### src/rtl/vector_ram_pkg.sv
// Shared types for the vector RAM read path: element address/length types
// and the reader state encoding.
package vector_ram_pkg;

    localparam int VRAM_LENGTH     = 32;
    localparam int VRAM_ADDR_WIDTH = $clog2(VRAM_LENGTH);

    typedef logic [VRAM_ADDR_WIDTH-1:0] addr_t;
    typedef logic [VRAM_ADDR_WIDTH:0]   len_t;

    typedef enum logic [1:0] {
        IDLE  = 2'd0,
        ISSUE = 2'd1,
        DRAIN = 2'd2
    } state_t;

endpackage

### src/rtl/vector_ram_if.sv
// Request/response port of vector_ram. The master side issues lane-parallel
// requests and consumes in-order read responses.
interface vector_ram_if
    import vector_ram_pkg::*;
#(
    parameter int ADDR_WIDTH  = VRAM_ADDR_WIDTH,
    parameter int DATA_WIDTH  = 32,
    parameter int PARALLELISM = 4
);
    logic [ADDR_WIDTH-1:0] addr  [PARALLELISM];
    logic [DATA_WIDTH-1:0] wdata [PARALLELISM];
    logic                  write;
    logic                  valid;
    logic                  ready;
    logic [DATA_WIDTH-1:0] rdata [PARALLELISM];
    logic                  rvalid;
    logic                  rready;

    modport master (
        output addr, wdata, write, valid, rready,
        input  ready, rdata, rvalid
    );

    modport slave (
        input  addr, wdata, write, valid, rready,
        output ready, rdata, rvalid
    );
endinterface

### src/rtl/vector_ram_meta_fifo.sv
// Per-beat metadata queue ({last, keep}) that pairs each issued request with
// its in-order response. Push and pop may happen in the same cycle.
module vector_ram_meta_fifo
    import vector_ram_pkg::*;
#(
    parameter int DEPTH = 4,
    parameter int WIDTH = 5
) (
    input  logic             clk,
    input  logic             rst_n,
    input  logic             push,
    input  logic [WIDTH-1:0] push_data,
    input  logic             pop,
    output logic [WIDTH-1:0] head,
    output logic             full,
    output logic             empty
);
    localparam int PTR_W = $clog2(DEPTH);

    logic [WIDTH-1:0] mem [DEPTH];
    logic [PTR_W:0]   wr_q;
    logic [PTR_W:0]   rd_q;

    assign empty = (wr_q == rd_q);
    assign full  = (wr_q[PTR_W] != rd_q[PTR_W]) &&
                   (wr_q[PTR_W-1:0] == rd_q[PTR_W-1:0]);
    assign head  = mem[rd_q[PTR_W-1:0]];

    // Storage write on push.
    always_ff @(posedge clk or negedge rst_n) begin
        if (!rst_n) begin
            for (int i = 0; i < DEPTH; i++) mem[i] <= '0;
        end else if (push) begin
            mem[wr_q[PTR_W-1:0]] <= push_data;
        end
    end

    // Read/write pointers with a wrap bit to tell full from empty.
    always_ff @(posedge clk or negedge rst_n) begin
        if (!rst_n) begin
            wr_q <= '0;
            rd_q <= '0;
        end else begin
            if (push)          wr_q <= wr_q + (PTR_W + 1)'(1);
            if (pop && !empty) rd_q <= rd_q + (PTR_W + 1)'(1);
        end
    end

endmodule

### src/rtl/vector_ram_reader.sv
// Command-driven read sequencer in front of vector_ram: splits a
// (base, len) command into lane-parallel read beats, limits requests in
// flight, and streams responses out with keep/last from the metadata FIFO.
//
//   state | meaning
//   IDLE  | waiting for a command, cmd_ready high
//   ISSUE | issuing read beats (responses may already flow out)
//   DRAIN | all beats issued, forwarding remaining responses
module vector_ram_reader
    import vector_ram_pkg::*;
#(
    parameter int  VECTOR_LENGTH   = 32,
    parameter int  DATA_WIDTH      = 32,
    parameter int  PARALLELISM     = 4,
    parameter int  MAX_OUTSTANDING = 4,
    localparam int ADDR_WIDTH      = $clog2(VECTOR_LENGTH)
) (
    input  logic                              clk,
    input  logic                              rst_n,
    input  logic                              cmd_valid,
    output logic                              cmd_ready,
    input  logic [ADDR_WIDTH-1:0]             cmd_base,
    input  logic [ADDR_WIDTH:0]               cmd_len,
    vector_ram_if.master                      req,
    output logic [DATA_WIDTH*PARALLELISM-1:0] out_data,
    output logic [PARALLELISM-1:0]            out_keep,
    output logic                              out_last,
    output logic                              out_valid,
    input  logic                              out_ready,
    output logic                              done
);
    localparam int LANE_BITS = $clog2(PARALLELISM);
    localparam int OUTS_W    = $clog2(MAX_OUTSTANDING) + 1;
    localparam int BEAT_W    = ADDR_WIDTH + 2;

    state_t                  state_q, state_d;
    logic                    ready_q;
    logic                    done_q, done_d;
    logic [ADDR_WIDTH-1:0]   addr_q;
    logic [ADDR_WIDTH:0]     idx_q;
    logic [ADDR_WIDTH:0]     len_q;
    logic [BEAT_W-1:0]       beats_left_q;
    logic [BEAT_W-1:0]       cmd_beats;
    logic [OUTS_W-1:0]       outstanding_q;
    logic                    cmd_fire, issue_fire, rsp_fire, issue_last;
    logic [PARALLELISM-1:0]  issue_keep;
    logic [PARALLELISM:0]    head;
    logic                    fifo_full, fifo_empty;

    // ready_q holds cmd_ready low until the first edge after reset release.
    assign cmd_ready  = (state_q == IDLE) && ready_q;
    assign cmd_fire   = cmd_valid && cmd_ready;
    assign cmd_beats  = ({1'b0, cmd_len} + BEAT_W'(PARALLELISM - 1)) >> LANE_BITS;
    assign req.valid  = (state_q == ISSUE) &&
                        (outstanding_q < OUTS_W'(MAX_OUTSTANDING)) && !fifo_full;
    assign req.write  = 1'b0;
    assign issue_fire = req.valid && req.ready;
    assign issue_last = (beats_left_q == BEAT_W'(1));

    // Responses pass straight through; rready is held off when no metadata exists.
    assign out_valid  = req.rvalid && !fifo_empty;
    assign req.rready = out_ready && !fifo_empty;
    assign rsp_fire   = out_valid && out_ready;
    assign out_keep   = head[PARALLELISM-1:0];
    assign out_last   = head[PARALLELISM];
    assign done       = done_q;

    // Lane address generation, keep mask of the beat being issued, data unpacking.
    always_comb begin
        for (int i = 0; i < PARALLELISM; i++) begin
            req.addr[i]   = addr_q + ADDR_WIDTH'(i);
            req.wdata[i]  = '0;
            issue_keep[i] = ({1'b0, idx_q} + BEAT_W'(i)) < {1'b0, len_q};
            out_data[i*DATA_WIDTH +: DATA_WIDTH] = req.rdata[i];
        end
    end

    // Next-state and done pulse request.
    always_comb begin
        state_d = state_q;
        done_d  = 1'b0;
        unique case (state_q)
            IDLE: begin
                if (cmd_fire) begin
                    if (cmd_len == '0) done_d  = 1'b1;
                    else               state_d = ISSUE;
                end
            end
            ISSUE: begin
                if (issue_fire && issue_last) state_d = DRAIN;
            end
            DRAIN: begin
                if (rsp_fire && out_last) begin
                    state_d = IDLE;
                    done_d  = 1'b1;
                end
            end
            default: state_d = IDLE;
        endcase
    end

    // State register, ready-after-reset flag and done pulse.
    always_ff @(posedge clk or negedge rst_n) begin
        if (!rst_n) begin
            state_q <= IDLE;
            ready_q <= 1'b0;
            done_q  <= 1'b0;
        end else begin
            state_q <= state_d;
            ready_q <= 1'b1;
            done_q  <= done_d;
        end
    end

    // Beat pointer: next lane-0 address, element index, and beats left (down-counter).
    always_ff @(posedge clk or negedge rst_n) begin
        if (!rst_n) begin
            addr_q       <= '0;
            idx_q        <= '0;
            len_q        <= '0;
            beats_left_q <= '0;
        end else if (cmd_fire) begin
            addr_q       <= cmd_base;
            idx_q        <= '0;
            len_q        <= cmd_len;
            beats_left_q <= cmd_beats;
        end else if (issue_fire) begin
            addr_q       <= addr_q + ADDR_WIDTH'(PARALLELISM);
            idx_q        <= idx_q + (ADDR_WIDTH + 1)'(PARALLELISM);
            beats_left_q <= beats_left_q - BEAT_W'(1);
        end
    end

    // Requests issued but not yet consumed downstream.
    always_ff @(posedge clk or negedge rst_n) begin
        if (!rst_n) begin
            outstanding_q <= '0;
        end else begin
            unique case ({issue_fire, rsp_fire})
                2'b10:   outstanding_q <= outstanding_q + OUTS_W'(1);
                2'b01:   outstanding_q <= outstanding_q - OUTS_W'(1);
                default: outstanding_q <= outstanding_q;
            endcase
        end
    end

    vector_ram_meta_fifo #(
        .DEPTH (MAX_OUTSTANDING),
        .WIDTH (PARALLELISM + 1)
    ) u_meta_fifo (
        .clk       (clk),
        .rst_n     (rst_n),
        .push      (issue_fire),
        .push_data ({issue_last, issue_keep}),
        .pop       (rsp_fire),
        .head      (head),
        .full      (fifo_full),
        .empty     (fifo_empty)
    );

    // A response with no matching metadata means the RAM returned an unrequested beat.
    rvalid_has_meta: assert property (@(posedge clk) disable iff (!rst_n)
        req.rvalid |-> !fifo_empty);

endmodule

### src/flat_wrapper.sv
// flat-port wrapper written by rule: the top's interface ports become plain ports
module vector_ram_reader_flat import vector_ram_pkg::*;
#(
    parameter int  VECTOR_LENGTH   = 32,
    parameter int  DATA_WIDTH      = 32,
    parameter int  PARALLELISM     = 4,
    parameter int  MAX_OUTSTANDING = 4,
    localparam int ADDR_WIDTH      = $clog2(VECTOR_LENGTH)
)
  (clk, rst_n, cmd_valid, cmd_ready, cmd_base, cmd_len, out_data, out_keep, out_last, out_valid, out_ready, done, req_addr, req_wdata, req_write, req_valid, req_rready, req_ready, req_rdata, req_rvalid);
  vector_ram_if #(.ADDR_WIDTH((5)), .DATA_WIDTH(DATA_WIDTH), .PARALLELISM(PARALLELISM)) req_i ();
  input  logic clk;
  input  logic rst_n;
  input  logic cmd_valid;
  output logic cmd_ready;
  input  logic [ADDR_WIDTH-1:0] cmd_base;
  input  logic [ADDR_WIDTH:0] cmd_len;
  output logic [DATA_WIDTH*PARALLELISM-1:0] out_data;
  output logic [PARALLELISM-1:0] out_keep;
  output logic out_last;
  output logic out_valid;
  input  logic out_ready;
  output logic done;
  output wire logic [$bits(req_i.addr)-1:0] req_addr;
  output wire logic [$bits(req_i.wdata)-1:0] req_wdata;
  output wire logic [$bits(req_i.write)-1:0] req_write;
  output wire logic [$bits(req_i.valid)-1:0] req_valid;
  output wire logic [$bits(req_i.rready)-1:0] req_rready;
  input wire logic [$bits(req_i.ready)-1:0] req_ready;
  input wire logic [$bits(req_i.rdata)-1:0] req_rdata;
  input wire logic [$bits(req_i.rvalid)-1:0] req_rvalid;
  assign req_addr = {>>{req_i.addr}};
  assign req_wdata = {>>{req_i.wdata}};
  assign req_write = req_i.write;
  assign req_valid = req_i.valid;
  assign req_rready = req_i.rready;
  assign req_i.ready = req_ready;
  assign req_i.rdata = {>>{req_rdata}};
  assign req_i.rvalid = req_rvalid;
  vector_ram_reader #(.VECTOR_LENGTH(VECTOR_LENGTH), .DATA_WIDTH(DATA_WIDTH), .PARALLELISM(PARALLELISM), .MAX_OUTSTANDING(MAX_OUTSTANDING)) u_core (.clk(clk), .rst_n(rst_n), .cmd_valid(cmd_valid), .cmd_ready(cmd_ready), .cmd_base(cmd_base), .cmd_len(cmd_len), .req(req_i), .out_data(out_data), .out_keep(out_keep), .out_last(out_last), .out_valid(out_valid), .out_ready(out_ready), .done(done));
endmodule
### config.mk
export PLATFORM = sky130hd
export DESIGN_NAME = vector_ram_reader_flat
export DESIGN_NICKNAME = d
export VERILOG_FILES = /design/src/rtl/vector_ram_pkg.sv /design/src/rtl/vector_ram_if.sv /design/src/rtl/vector_ram_meta_fifo.sv /design/src/rtl/vector_ram_reader.sv /design/src/flat_wrapper.sv
export SDC_FILE = /design/constraint.sdc
export NUM_CORES = 1
export LEC_CHECK = 0
export BUFFER_PORTS_ARGS = -buffer_cell sky130_fd_sc_hd__buf_4
export CAP_MARGIN = 20
export CORE_AREA = 10 10 159 161
export DETAILED_ROUTE_END_ITERATION = 16
export DIE_AREA = 0 0 169 171
export PLACE_DENSITY = 0.5
export RECOVER_POWER = 25
export SYNTH_ARGS = -nofsm -noshare
export SYNTH_HDL_FRONTEND = slang
export SYNTH_SLANG_ARGS = --single-unit
### constraint.sdc
create_clock -name clk -period 2.55 [get_ports clk]
set_input_delay 0.3825 -clock clk [delete_from_list [all_inputs] [get_ports clk]]
set_output_delay 0.3825 -clock clk [all_outputs]
set_load 0.01 [all_outputs]
Word-level counts from Yosys, hierarchy flattened. Index checks and enable logic that the tools add are counted.

Output and inout port bits: 287. Bits in registers: 57.

Add/subtract/negate cells: 14. Mux-type cells: 22. Reduce and logical (&&, ||, !) cells: 20. Order comparisons: 8. Bitwise operators: 2. Equal/unequal tests: 12.

Operators by type and width (number): 2-to-1 mux 5 bit (5); adder 6 x 2 -> 7 bit (second input constant) (3); less-than comparator 7 x 6 -> 1 bit (3); bitwise mux 20 bit (1); 2-to-1 mux 7 bit (2); logical AND 1 bit (13); 2-to-1 mux 6 bit (2); adder 5 x 2 -> 5 bit (second input constant) (2); binary-select mux 5 bit (select 2 bit) (1); demux 5 bit (select 2 bit) (1); adder 3 x 1 -> 3 bit (second input constant) (3); 2-to-1 mux 2 bit (4); adder 6 x 1 -> 7 bit (second input constant) (1); == test 7 x 1 -> 1 bit (second input constant) (1); subtractor 7 x 1 -> 7 bit (second input constant) (1); adder 6 x 3 -> 6 bit (second input constant) (1); >= comparator 3 bit (second input constant) (2); zero test 6 bit (1); less-than comparator 6 bit (1); NOT 2 -> 3 bit (2); case mux 2 bit (3 select lines) (1); case mux 3 bit (2 select lines) (1); adder 5 x 1 -> 5 bit (second input constant) (1); adder 5 x 3 -> 5 bit (second input constant) (1); other kinds (16) (24).

Depth between registers and ports, before layout.
Word-level depth: 8. Depth in mapped cells: 11. Mapped depth without buffers: 9.

Modules after synthesis. Synthesis repeated with hierarchy kept, for this count alone.

Cell total of the unflattened synthesis: 547. Area total of the unflattened synthesis: 5086.1 um^2.

By module, submodules not included: vector_ram_reader (area each 3812.4 um^2, sequential area each 725.7 um^2, cells each 459, instances 1); vector_ram_meta_fifo (area each 1273.7 um^2, sequential area each 650.6 um^2, cells each 88, instances 1).

Worst setup path before layout. No wires, ideal clock.

Kind: register to register. Start: register u_core.u_meta_fifo.rd_q[1]. End: register u_core.outstanding_q[2]. Cell stages (with the launch flop): 12. Data required time: 2471 ps. Arrival time: 2248 ps. Path slack: 223 ps. Buffers on the path: 2. Library setup time: 79 ps. Path through: dfrtp_1 -> buf_6 -> xor2_2 -> o31a_4 -> inv_1 -> buf_4 -> ha_1 -> inv_1 -> fa_1 -> xor2_1 -> nor2_1 -> xor2_1.

Word-level cells in the longest chain between the ends: 7.

RTL lines: from (decl) (line vector_ram_meta_fifo.sv:22) `logic [PTR_W:0] rd_q;`; from (signal assigned) (line vector_ram_meta_fifo.sv:45) `if (pop && !empty) rd_q <= rd_q + (PTR_W + 1)'(1);`; == test 2 bit (line vector_ram_meta_fifo.sv:26) `(wr_q[PTR_W-1:0] == rd_q[PTR_W-1:0]);`; logical AND 1 bit (line vector_ram_meta_fifo.sv:25) `assign full = (wr_q[PTR_W] != rd_q[PTR_W]) &&`; zero test 1 bit (line vector_ram_reader.sv:55) `(outstanding_q < OUTS_W'(MAX_OUTSTANDING)) && !fifo_full;`; logical AND 1 bit (line vector_ram_reader.sv:55); logical AND 1 bit (line vector_ram_reader.sv:57) `assign issue_fire = req.valid && req.ready;`; == test 2 x 1 -> 1 bit / == test 2 bit (equally long branches) (line vector_ram_reader.sv:139) `unique case ({issue_fire, rsp_fire})`; case mux 3 bit (2 select lines) / nonzero test 2 bit (equally long branches); to (signal assigned) (line vector_ram_reader.sv:140) `2'b10: outstanding_q <= outstanding_q + OUTS_W'(1);`; to (signal assigned) (line vector_ram_reader.sv:141) `2'b01: outstanding_q <= outstanding_q - OUTS_W'(1);`; to (signal assigned) (line vector_ram_reader.sv:142) `default: outstanding_q <= outstanding_q;`; to (decl) (line vector_ram_reader.sv:44) `logic [OUTS_W-1:0] outstanding_q;`.

Several ways; a longest one is shown, not always the timed one. A chain may end at the register's enable or synchronous reset.

Final worst setup path.
Start: register u_core.u_meta_fifo.wr_q[1]. End: register u_core.outstanding_q[2].

Word-level cells in the longest chain between the ends: 7.

RTL lines: from (decl) (line vector_ram_meta_fifo.sv:21) `logic [PTR_W:0] wr_q;`; from (signal assigned) (line vector_ram_meta_fifo.sv:44) `if (push) wr_q <= wr_q + (PTR_W + 1)'(1);`; == test 2 bit (line vector_ram_meta_fifo.sv:26); logical AND 1 bit (line vector_ram_meta_fifo.sv:25); zero test 1 bit (line vector_ram_reader.sv:55); logical AND 1 bit (line vector_ram_reader.sv:55); logical AND 1 bit (line vector_ram_reader.sv:57); == test 2 x 1 -> 1 bit / == test 2 bit (equally long branches) (line vector_ram_reader.sv:139); case mux 3 bit (2 select lines) / nonzero test 2 bit (equally long branches).

Several ways; a longest one is shown, not always the timed one.

==> reports/qor.txt <==
Layout cells sized above 1 - 0.2022
Placed insts - 742
Yosys reg bits - 55
Routability cong. - 0.7281
Worst hold path type - in -> reg
Cell Area, Placed - 4339 um^2
Final slew viol count - 0
Crit path capture type - flip-flop
Synth async-reset ratio - 1.000
DRT Wirelength - 11530 um
Hold Fails Final Rpt - 0
Flop2flop setup slack - 0.38 ns
Drt pass-1 iters - 4
Final Non-Filler Cells - 750
Core Rows - 55
Fill cell count - 2446
Post-Syn Area per Cell - 9.308 um^2
Fin nets - 634
Cell Area, Synth - 5129 um^2
CORE AREA - 22230 um^2
Diode count - 0
Total gr overflow - 0
Post-cts resize count - 0
Antenna violations before repair - 0
Max Clk Rate - 461.0 MHz
Clock Sinks - 55
Hold_buf cts - 0
GRT Util Overall - 0.07182
Post-CTS Setup Repair Bufs - 0
RSZ-0062 raised after global routing - no
Die Area - 28900 um^2
Post-Syn Instances - 551
IO buf count - 46
Max_cap viols - 0
Vias in the first global route - 2742
Post-route cell area - 4497 um^2
PwrDens - 1148 nW/um^2
Final antenna-violating net count - 0
Tcrit/Tclk final - 0.8506
Yosys warnings - 0
Worst Path Arrival - 2.39 ns
Crit start category - flip-flop
Clock buffer count from CTS - 5
Setup CP Type - reg -> reg
I/O pin count - 432
Clock skew - 0.01347 ns
Worst VDD drop - 0.3112 mV
First-pass GRT wire length - 16420 um
Netlist cell types - 48
Post-route DRC - 0
Detail-routed via count per cell - 3.636
CTS clk-pin slew, worst paths - 0.08 ns
Sequential area share after synthesis - 0.2684
Relative slew slack - 0.05004
Primary FF master, synth - dfrtp_1
Setup tns final - 0 ns
Clock Tree Buf Depth - 2
CP Data Required Time - 2.77 ns
Vias after detailed routing - 2727
DP HPWL - 9300 um
Starting DRT DRC Count - 94
Area grow syn2layout - -12.32%
CTS tree - built
Worst-path maximum fanout - 5
Hold depth - 3
Lkg Pwr - 2.163 nW
Die Span Y - 171 um
Die Width - 169 um
Root buffer cell - clkbuf_16
Worst-skew pair later-pin latency - 0.29 ns
Finish-stage setup viols - 0
Routed wire per std cell - 15.38 um
Final Critical Period - 2.169 ns
Worst Max-Slew Pin Slew - 1.425 ns
Cell count of the worst reg-to-reg path - 9
Largest net degree at the start of global routing - 56
Status - completed
Initial Util - 0.2307
H-tree level count - 2
EDFF count, synth - 0
## through the flow
| stage | power [W] | worst slack (ns) | utilization | hold WS (ns) |
|---|---|---|---|---|
| floorplan | 0.003819 | 0.2226 | - | 0.08691 |
| global placement | 0.004486 | 0.4039 | 0.1952 | 0.4556 |
| detailed placement | 0.004512 | 0.3881 | 0.1952 | 0.4667 |
| CTS | 0.005270 | 0.3635 | 0.2024 | 0.1849 |
| global route | 0.005628 | 0.2268 | 0.2023 | 0.3005 |
| finish | 0.005161 | 0.3809 | 0.2023 | 0.2856 |
## where the power goes
part,switching [W],internal (W),total (W)
sequential,0.000377,0.00126,0.00164
clock,0.000316,0.000419,0.000735
combinational,0.00146,0.00133,0.00279
## layout make-up
class / count / area [um^2] / share of cell area
Clock buffer: 7 / 152.6 / 0.03395
Clock inverter: 1 / 7.507 / 0.001669
Inverter: 17 / 63.81 / 0.01419
Multi-Input combinational cell: 333 / 2152 / 0.4786
Sequential cell: 55 / 1376 / 0.3061
Tap cell: 285 / 356.6 / 0.07930
Timing Repair Buffer: 52 / 387.9 / 0.08625
## state kept, by name (all words and copies together), names as in the netlist
register,count
u_core.ready_q,1
u_core.u_meta_fifo.wr_q,3
u_core.idx_q,4
u_core.outstanding_q,3
u_core.u_meta_fifo.mem,20
u_core.len_q,6
u_core.done,1
u_core.addr_q,5
u_core.beats_left_q,7
u_core.state_q,2
u_core.u_meta_fifo.rd_q,3
## Yosys cell counts, types with 2 or more instances
master | instances | area share
a21o_1 | 4 | 0.0059
a21oi_1 | 7 | 0.0068
a31oi_1 | 6 | 0.0073
and2_1 | 3 | 0.0037
buf_4 | 261 | 0.38
buf_6 | 3 | 0.0066
clkbuf_1 | 9 | 0.0066
conb_1 | 2 | 0.0015
dfrtp_1 | 55 | 0.27
ha_1 | 24 | 0.059
inv_1 | 17 | 0.012
mux2_2 | 20 | 0.044
mux2i_1 | 4 | 0.0078
mux4_2 | 5 | 0.022
nand2_1 | 40 | 0.029
nand2b_1 | 5 | 0.0061
nand3_1 | 5 | 0.0049
nor2_1 | 8 | 0.0059
nor3_1 | 2 | 0.0020
nor3b_1 | 2 | 0.0029
nor4_1 | 2 | 0.0024
nor4bb_1 | 2 | 0.0039
o211ai_1 | 4 | 0.0059
o21ai_0 | 11 | 0.011
o22ai_1 | 2 | 0.0024
or3_1 | 4 | 0.0049
xnor2_1 | 17 | 0.029
xor2_1 | 6 | 0.010
xor2_2 | 2 | 0.0063
## critical path, stage by stage (launching register included)
cell and delay, ns:
dfrtp_1 0.46, xor2_2 0.19, o31a_4 0.34, inv_1 0.08, ha_1 0.17, inv_1 0.06
fa_1 0.37, xor2_1 0.17, nor2_1 0.11, xor2_1 0.15
## cell families after synthesis
family                     Yosys count  synth area share
other                                2          0.001464
xor gates and xnor gates            25           0.04562
DFF                                 55            0.2684
adders and majority gates           25           0.06245
buffers and inverters              291            0.4086
AOI/OAI and AO/OA                   45           0.06173
muxes                               29           0.07368
and+or+nand+nor                     79           0.07807
## layout by cell type, fill, tap and decap left out, types with 2 or more instances in the layout
master and instances:
or3_1 4, buf_4 51, a21oi_1 7, nor4_1 2, mux4_2 5, nor3_1 2, clkbuf_16 5, conb_1 130
clkbuf_8 2, o21ai_0 11, nor3b_1 2, nand2b_1 5, nor2_1 8, nand3_1 5, ha_1 24, o211ai_1 4
xor2_2 2, dfrtp_1 55, and2_1 3, nand2_1 40, a31oi_1 6, xor2_1 6, mux2_2 20, mux2i_1 4
xnor2_1 17, o22ai_1 2, inv_1 17, a21o_1 4
## path summary, 6_finish.rpt
check                                      startpoint                         to
setup / recovery           u_core.u_meta_fifo.wr_q[1]    u_core.outstanding_q[2]
hold / removal                            cmd_base[0]           u_core.addr_q[0]
setup reg to reg           u_core.u_meta_fifo.wr_q[1]    u_core.outstanding_q[2]
hold reg to reg               u_core.outstanding_q[0]    u_core.outstanding_q[0]
max in group asynchronous                       rst_n  u_core.u_meta_fifo.mem[9]
min in group asynchronous                       rst_n           u_core.addr_q[0]
## metal layers
layer	part of all wire	global-route usage	wire length (um)	vias up
met2	0.45	0.1039	5166	180
li1	-	-	-	1227
met3	0.13	0.04657	1538	60
met5	0	0	0	-
met1	0.37	0.07718	4216	1260
met4	0.053	0.04278	611	0
Power figures use the tool's default switching activity.
